[src/rtl/midi_msg_decoder_pkg.sv]
// Shared constants and types for the MIDI byte-stream decoder.
package midi_msg_decoder_pkg;

  localparam logic [3:0] NOTE_OFF = 4'h8;
  localparam logic [3:0] NOTE_ON  = 4'h9;
  localparam logic [3:0] POLY_AT  = 4'hA;
  localparam logic [3:0] CC       = 4'hB;
  localparam logic [3:0] PROG     = 4'hC;
  localparam logic [3:0] CHAN_AT  = 4'hD;
  localparam logic [3:0] PITCH    = 4'hE;

  localparam logic [7:0] RST_CMD_DEFAULT  = 8'hFF;
  localparam logic [7:0] READ_CMD_DEFAULT = 8'hF9;

  typedef enum logic [1:0] {
    ST_IDLE    = 2'd0,
    ST_WAIT_D1 = 2'd1,
    ST_WAIT_D2 = 2'd2
  } state_t;

  // Program change and channel pressure carry a single data byte.
  function automatic logic is_one_byte(input logic [3:0] kind);
    return (kind == PROG) || (kind == CHAN_AT);
  endfunction

endpackage

[src/rtl/midi_msg_decoder.sv]
// MIDI channel-voice parser with running status; emits registered fields
// plus one-cycle strobes for note events, soft reset and read-back.
module midi_msg_decoder
  import midi_msg_decoder_pkg::*;
#(
  parameter logic [7:0] READ_CMD = READ_CMD_DEFAULT,
  parameter logic [7:0] RST_CMD  = RST_CMD_DEFAULT
) (
  input  logic       clk,
  input  logic       rst,
  input  logic       valid_byte,
  input  logic [7:0] data,
  output logic       note_presse,
  output logic       note_release,
  output logic       note_keypress,
  output logic       note_channelpress,
  output logic [3:0] channel,
  output logic [6:0] note,
  output logic [6:0] velocity,
  output logic       rst_cmd,
  output logic       read
);

  state_t     state_q, state_d;
  logic [7:0] status_q, status_d;
  logic [6:0] d1_q, d1_d;
  logic [3:0] channel_q, channel_d;
  logic [6:0] note_q, note_d;
  logic [6:0] velocity_q, velocity_d;
  logic       presse_q, presse_d;
  logic       release_q, release_d;
  logic       keypress_q, keypress_d;
  logic       chanpress_q, chanpress_d;
  logic       rst_cmd_q, rst_cmd_d;
  logic       read_q, read_d;

  logic       fin;
  logic [6:0] fin_d1;
  logic [6:0] fin_d2;

  always_ff @(posedge clk or posedge rst) begin
    if (rst) begin
      state_q     <= ST_IDLE;
      status_q    <= 8'h00;
      d1_q        <= 7'd0;
      channel_q   <= 4'd0;
      note_q      <= 7'd0;
      velocity_q  <= 7'd0;
      presse_q    <= 1'b0;
      release_q   <= 1'b0;
      keypress_q  <= 1'b0;
      chanpress_q <= 1'b0;
      rst_cmd_q   <= 1'b0;
      read_q      <= 1'b0;
    end else begin
      state_q     <= state_d;
      status_q    <= status_d;
      d1_q        <= d1_d;
      channel_q   <= channel_d;
      note_q      <= note_d;
      velocity_q  <= velocity_d;
      presse_q    <= presse_d;
      release_q   <= release_d;
      keypress_q  <= keypress_d;
      chanpress_q <= chanpress_d;
      rst_cmd_q   <= rst_cmd_d;
      read_q      <= read_d;
    end
  end

  always_comb begin
    state_d     = state_q;
    status_d    = status_q;
    d1_d        = d1_q;
    channel_d   = channel_q;
    note_d      = note_q;
    velocity_d  = velocity_q;
    presse_d    = 1'b0;
    release_d   = 1'b0;
    keypress_d  = 1'b0;
    chanpress_d = 1'b0;
    rst_cmd_d   = 1'b0;
    read_d      = 1'b0;
    fin         = 1'b0;
    fin_d1      = d1_q;
    fin_d2      = data[6:0];

    if (valid_byte) begin
      if (data[7]) begin
        if (data >= 8'hF8) begin
          // Real-time bytes are transparent to any message in flight.
          if (data == RST_CMD) begin
            rst_cmd_d = 1'b1;
          end else if (data == READ_CMD) begin
            read_d = 1'b1;
          end
        end else if (data >= 8'hF0) begin
          status_d = 8'h00;
          state_d  = ST_IDLE;
        end else begin
          status_d = data;
          state_d  = ST_WAIT_D1;
        end
      end else begin
        case (state_q)
          ST_WAIT_D1: begin
            if (is_one_byte(status_q[7:4])) begin
              fin    = 1'b1;
              fin_d1 = data[6:0];
            end else begin
              d1_d    = data[6:0];
              state_d = ST_WAIT_D2;
            end
          end
          ST_WAIT_D2: begin
            fin     = 1'b1;
            state_d = ST_WAIT_D1;
          end
          default: ;
        endcase
      end
    end

    if (fin) begin
      case (status_q[7:4])
        NOTE_OFF: begin
          channel_d  = status_q[3:0];
          note_d     = fin_d1;
          velocity_d = fin_d2;
          release_d  = 1'b1;
        end
        NOTE_ON: begin
          channel_d  = status_q[3:0];
          note_d     = fin_d1;
          velocity_d = fin_d2;
          if (fin_d2 == 7'd0) begin
            release_d = 1'b1;
          end else begin
            presse_d = 1'b1;
          end
        end
        POLY_AT: begin
          channel_d  = status_q[3:0];
          note_d     = fin_d1;
          velocity_d = fin_d2;
          keypress_d = 1'b1;
        end
        CHAN_AT: begin
          channel_d   = status_q[3:0];
          velocity_d  = fin_d1;
          chanpress_d = 1'b1;
        end
        default: ;
      endcase
    end
  end

  assign note_presse       = presse_q;
  assign note_release      = release_q;
  assign note_keypress     = keypress_q;
  assign note_channelpress = chanpress_q;
  assign channel           = channel_q;
  assign note              = note_q;
  assign velocity          = velocity_q;
  assign rst_cmd           = rst_cmd_q;
  assign read              = read_q;

endmodule

[config.mk]
export PLATFORM = sky130hd
export DESIGN_NAME = midi_msg_decoder
export DESIGN_NICKNAME = d
export VERILOG_FILES = /design/src/rtl/midi_msg_decoder_pkg.sv /design/src/rtl/midi_msg_decoder.sv
export SDC_FILE = /design/constraint.sdc
export NUM_CORES = 1
export LEC_CHECK = 0
export CAP_MARGIN = 20
export CELL_PAD_IN_SITES_DETAIL_PLACEMENT = 0
export CELL_PAD_IN_SITES_GLOBAL_PLACEMENT = 1
export CORE_MARGIN = 3
export CORE_UTILIZATION = 40
export DETAILED_ROUTE_END_ITERATION = 10
export GPL_TIMING_DRIVEN = 0
export PLACE_DENSITY = 0.87
export SYNTH_ARGS = -nofsm -noshare
export SYNTH_HDL_FRONTEND = slang
export SYNTH_SLANG_ARGS = --single-unit
[constraint.sdc]
create_clock -name clk -period 2.17 [get_ports clk]
set_input_delay 0.217 -clock clk [delete_from_list [all_inputs] [get_ports clk]]
set_output_delay 0.217 -clock clk [all_outputs]
set_load 0.01 [all_outputs]
==> out/results.txt <==
status = finished, final reports clean
R2R depth = 7
final setup TNS = 0 ns
number of flops mapped to enable cells by yosys = 0
initial antenna violation count = 0
post-synth top area share = 56.05%
IO Count = 35
max-cap violation count = 0
Clock Skew = 0.006077 ns
part of the Yosys area used for sequential elements = 56.05%
Tmin final = 1.811 ns
final worst slack = 0.3590 ns
final setup fails = 0
Startpoint Class = flip-flop
pin count of the biggest net entering global routing = 42
Final Core Density = 54.97%
Port Buf Inserts = 33
Worst Max-Slew Pin Slew = 0.8330 ns
Setup Buffers After CTS = 0
CTS tree = built
Layout area overhead = 26.18%
endpoint class of the critical path = flip-flop
total track usage = 15.58%
fin crit share = 83.46%
CP required = 2.32 ns
most frequent cell after synthesis = dfrtp_1
Leak = 0.9889 nW
Worst-Skew Late Latency = 0.29 ns
worst setup path startpoint = state_q[0]
CTS root buf = clkbuf_8
global placer's final weighted congestion = 0.8445
setup slack, reg-to-reg = 0.36 ns
mux contribution to synthesized area = 14.42%
CTS Buffer Depth = 2
CP arrival = 1.96 ns
Rel. slew slack = 44.39%
max-slew violation count = 0
die area = 0.005424 mm2
max frequency = 552.2 MHz
kind of critical path = reg -> reg
global-route wire length before repair = 6410 um
syn avg cell area = 12.12 um2
clk slew on worst S/H paths = 0.07 ns
Largest stage delay, worst path = 0.38 ns
Synth Area in Adders = 1.367%
Cell variety after synth = 33
CTS resizes = 0
final wirelength = 3715 um
xor-xnor portion of the synthesized cell area = 0%
Synth Register Bits = 41
share of cells above drive strength 1 = 14.14%
DR WL/cell = 15.41 um
Cells after Synth = 151
dpl ws = 0.3019 ns
synth cell count leaders = dfrtp_1, nand2_1, mux2i_1
Ys Warns = 0
crit path capture = velocity[3]
RR Startpoint = state_q[0]
drc violations = 0
FP Rows = 23
post-synthesis simple-gate area fraction = 13.67%
reg2reg end = velocity[3]
Routed Antenna Nets = 0
crit path max fanout = 10
CP max stage cell = and4bb_4
Die H = 73.65 um
pwr dens = 1029 mW/mm2
Synth area leader = dfrtp_1
Die Wd = 73.65 um
Final Hold Violating Endpoints = 0
DRT Pass-1 Iters = 4
Sink Count = 41
Starting Density = 43.57%
CTS Hold Buffers Added = 0
vias in the first global route = 1,349
RSZ-0062 raised after global routing = no
grt ovf = 0
post-synthesis cell area = 0.001831 mm2
n_diodes = 0
Num CTS Buffers = 5
post-synthesis compound-gate area fraction = 10.94%
post-DP HPWL = 2822 um
vias per cell = 5.311
maximum vdd drop = 0.0005309 V
nets@finish = 204
H-tree depth = 2
synth top area cells = dfrtp_1, mux2i_1, mux2_2, nand2_1, a22o_1
Mapped Nets = 164
largest family of logic cells by synthesized area = multiplexers
starting DRC count in detailed routing = 64
Placeable Area = 0.004202 mm2
Post-synth top flop = dfrtp_1
Vias = 1,280
Hold Crit Class = in -> reg
critical path, cell by cell = inv_1, ha_1, and4bb_4, o2111ai_4, buf_6, nand2_1, o21ai_0
ys async rst share = 100.0%
cell families (layout without fill, tap and decap cells):
logic type | after synthesis | in the layout
AO/OA/AOI/OAI | 28 | 28
multiplexers | 25 | 25
AND/OR/NAND/NOR | 45 | 45
adder cells (fa/ha/maj) | 2 | 2
flip-flops | 41 | 41
buffers and inverters | 10 | 50
report_power, final:
| part | total (mW) | switching (mW) | internal [mW] |
|---|---|---|---|
| registers | 1.13 | 0.142 | 0.989 |
| clock network | 0.487 | 0.235 | 0.252 |
| logic | 0.758 | 0.322 | 0.435 |
| total | 2.38 | 0.700 | 1.68 |
flip-flops by register name, summed over array words and instances, names as in the netlist, 2 cells and up:
signal / count
d1_q: 7
state_q: 2
velocity: 7
status_q: 8
note: 7
channel: 4
metal layers:
metal	wire [um]	share of wire [%]	track usage, %
met4	66	1.8	6.036
met3	187	5.0	3.967
met5	0	0	0
met2	1792	48	25.20
met1	1668	45	19.95
worst max-delay path: cells and delay by family (launching register included):
kind                       cells  cell delay, ns
AOI/OAI and AO/OA              2            0.31
adders and majority gates      1            0.30
buffers and inverters          2            0.26
DFF                            1            0.37
and+or+nand+nor                2            0.44
layout by cell type (no fill, tap or decap), types with 6 or more instances in the layout:
cell / instances
dfrtp_1: 41
clkdlybuf4s50_1: 33
nand2_1: 19
mux2i_1: 14
mux2_2: 11
o21ai_0: 9
a22o_1: 7
o21ai_1: 7
clkbuf_8: 6
per-stage QoR:
| step | hold slack (ns) | std cells | instance area (um2) | total power [mW] |
|---|---|---|---|---|
| floorplan | 0.2878 | 151 | 1831 | 1.515 |
| global placement | 0.4649 | 234 | 2223 | 1.875 |
| detailed placement | 0.4776 | 234 | 2223 | 1.914 |
| CTS | 0.2821 | 241 | 2310 | 2.406 |
| global route | 0.2990 | 241 | 2310 | 2.535 |
| finish | 0.2931 | 241 | 2310 | 2.376 |
area by class of cell:
class	count	area (um2)
clock buffer	7	86.33
tap	50	62.56
buffer	5	46.29
fill	359	1892
timing repair buffer	33	330.3
multi-input combinational	100	739.5
inverter	5	18.77
sequential	41	1026
worst min-delay path by stage:
stage	to	startpoint	cells after the start	slack [ns]
final	note_channelpress	data[7]	3	0.29
after global routing	note_channelpress	data[7]	3	0.30
after CTS	status_q[7]	data[7]	3	0.28
after detailed placement	note[5]	note[5]	2	0.48
after global placement	note[6]	note[6]	2	0.46
after floorplan	read	data[2]	1	0.29
No activity file was read; power rests on OpenSTA's default activity.
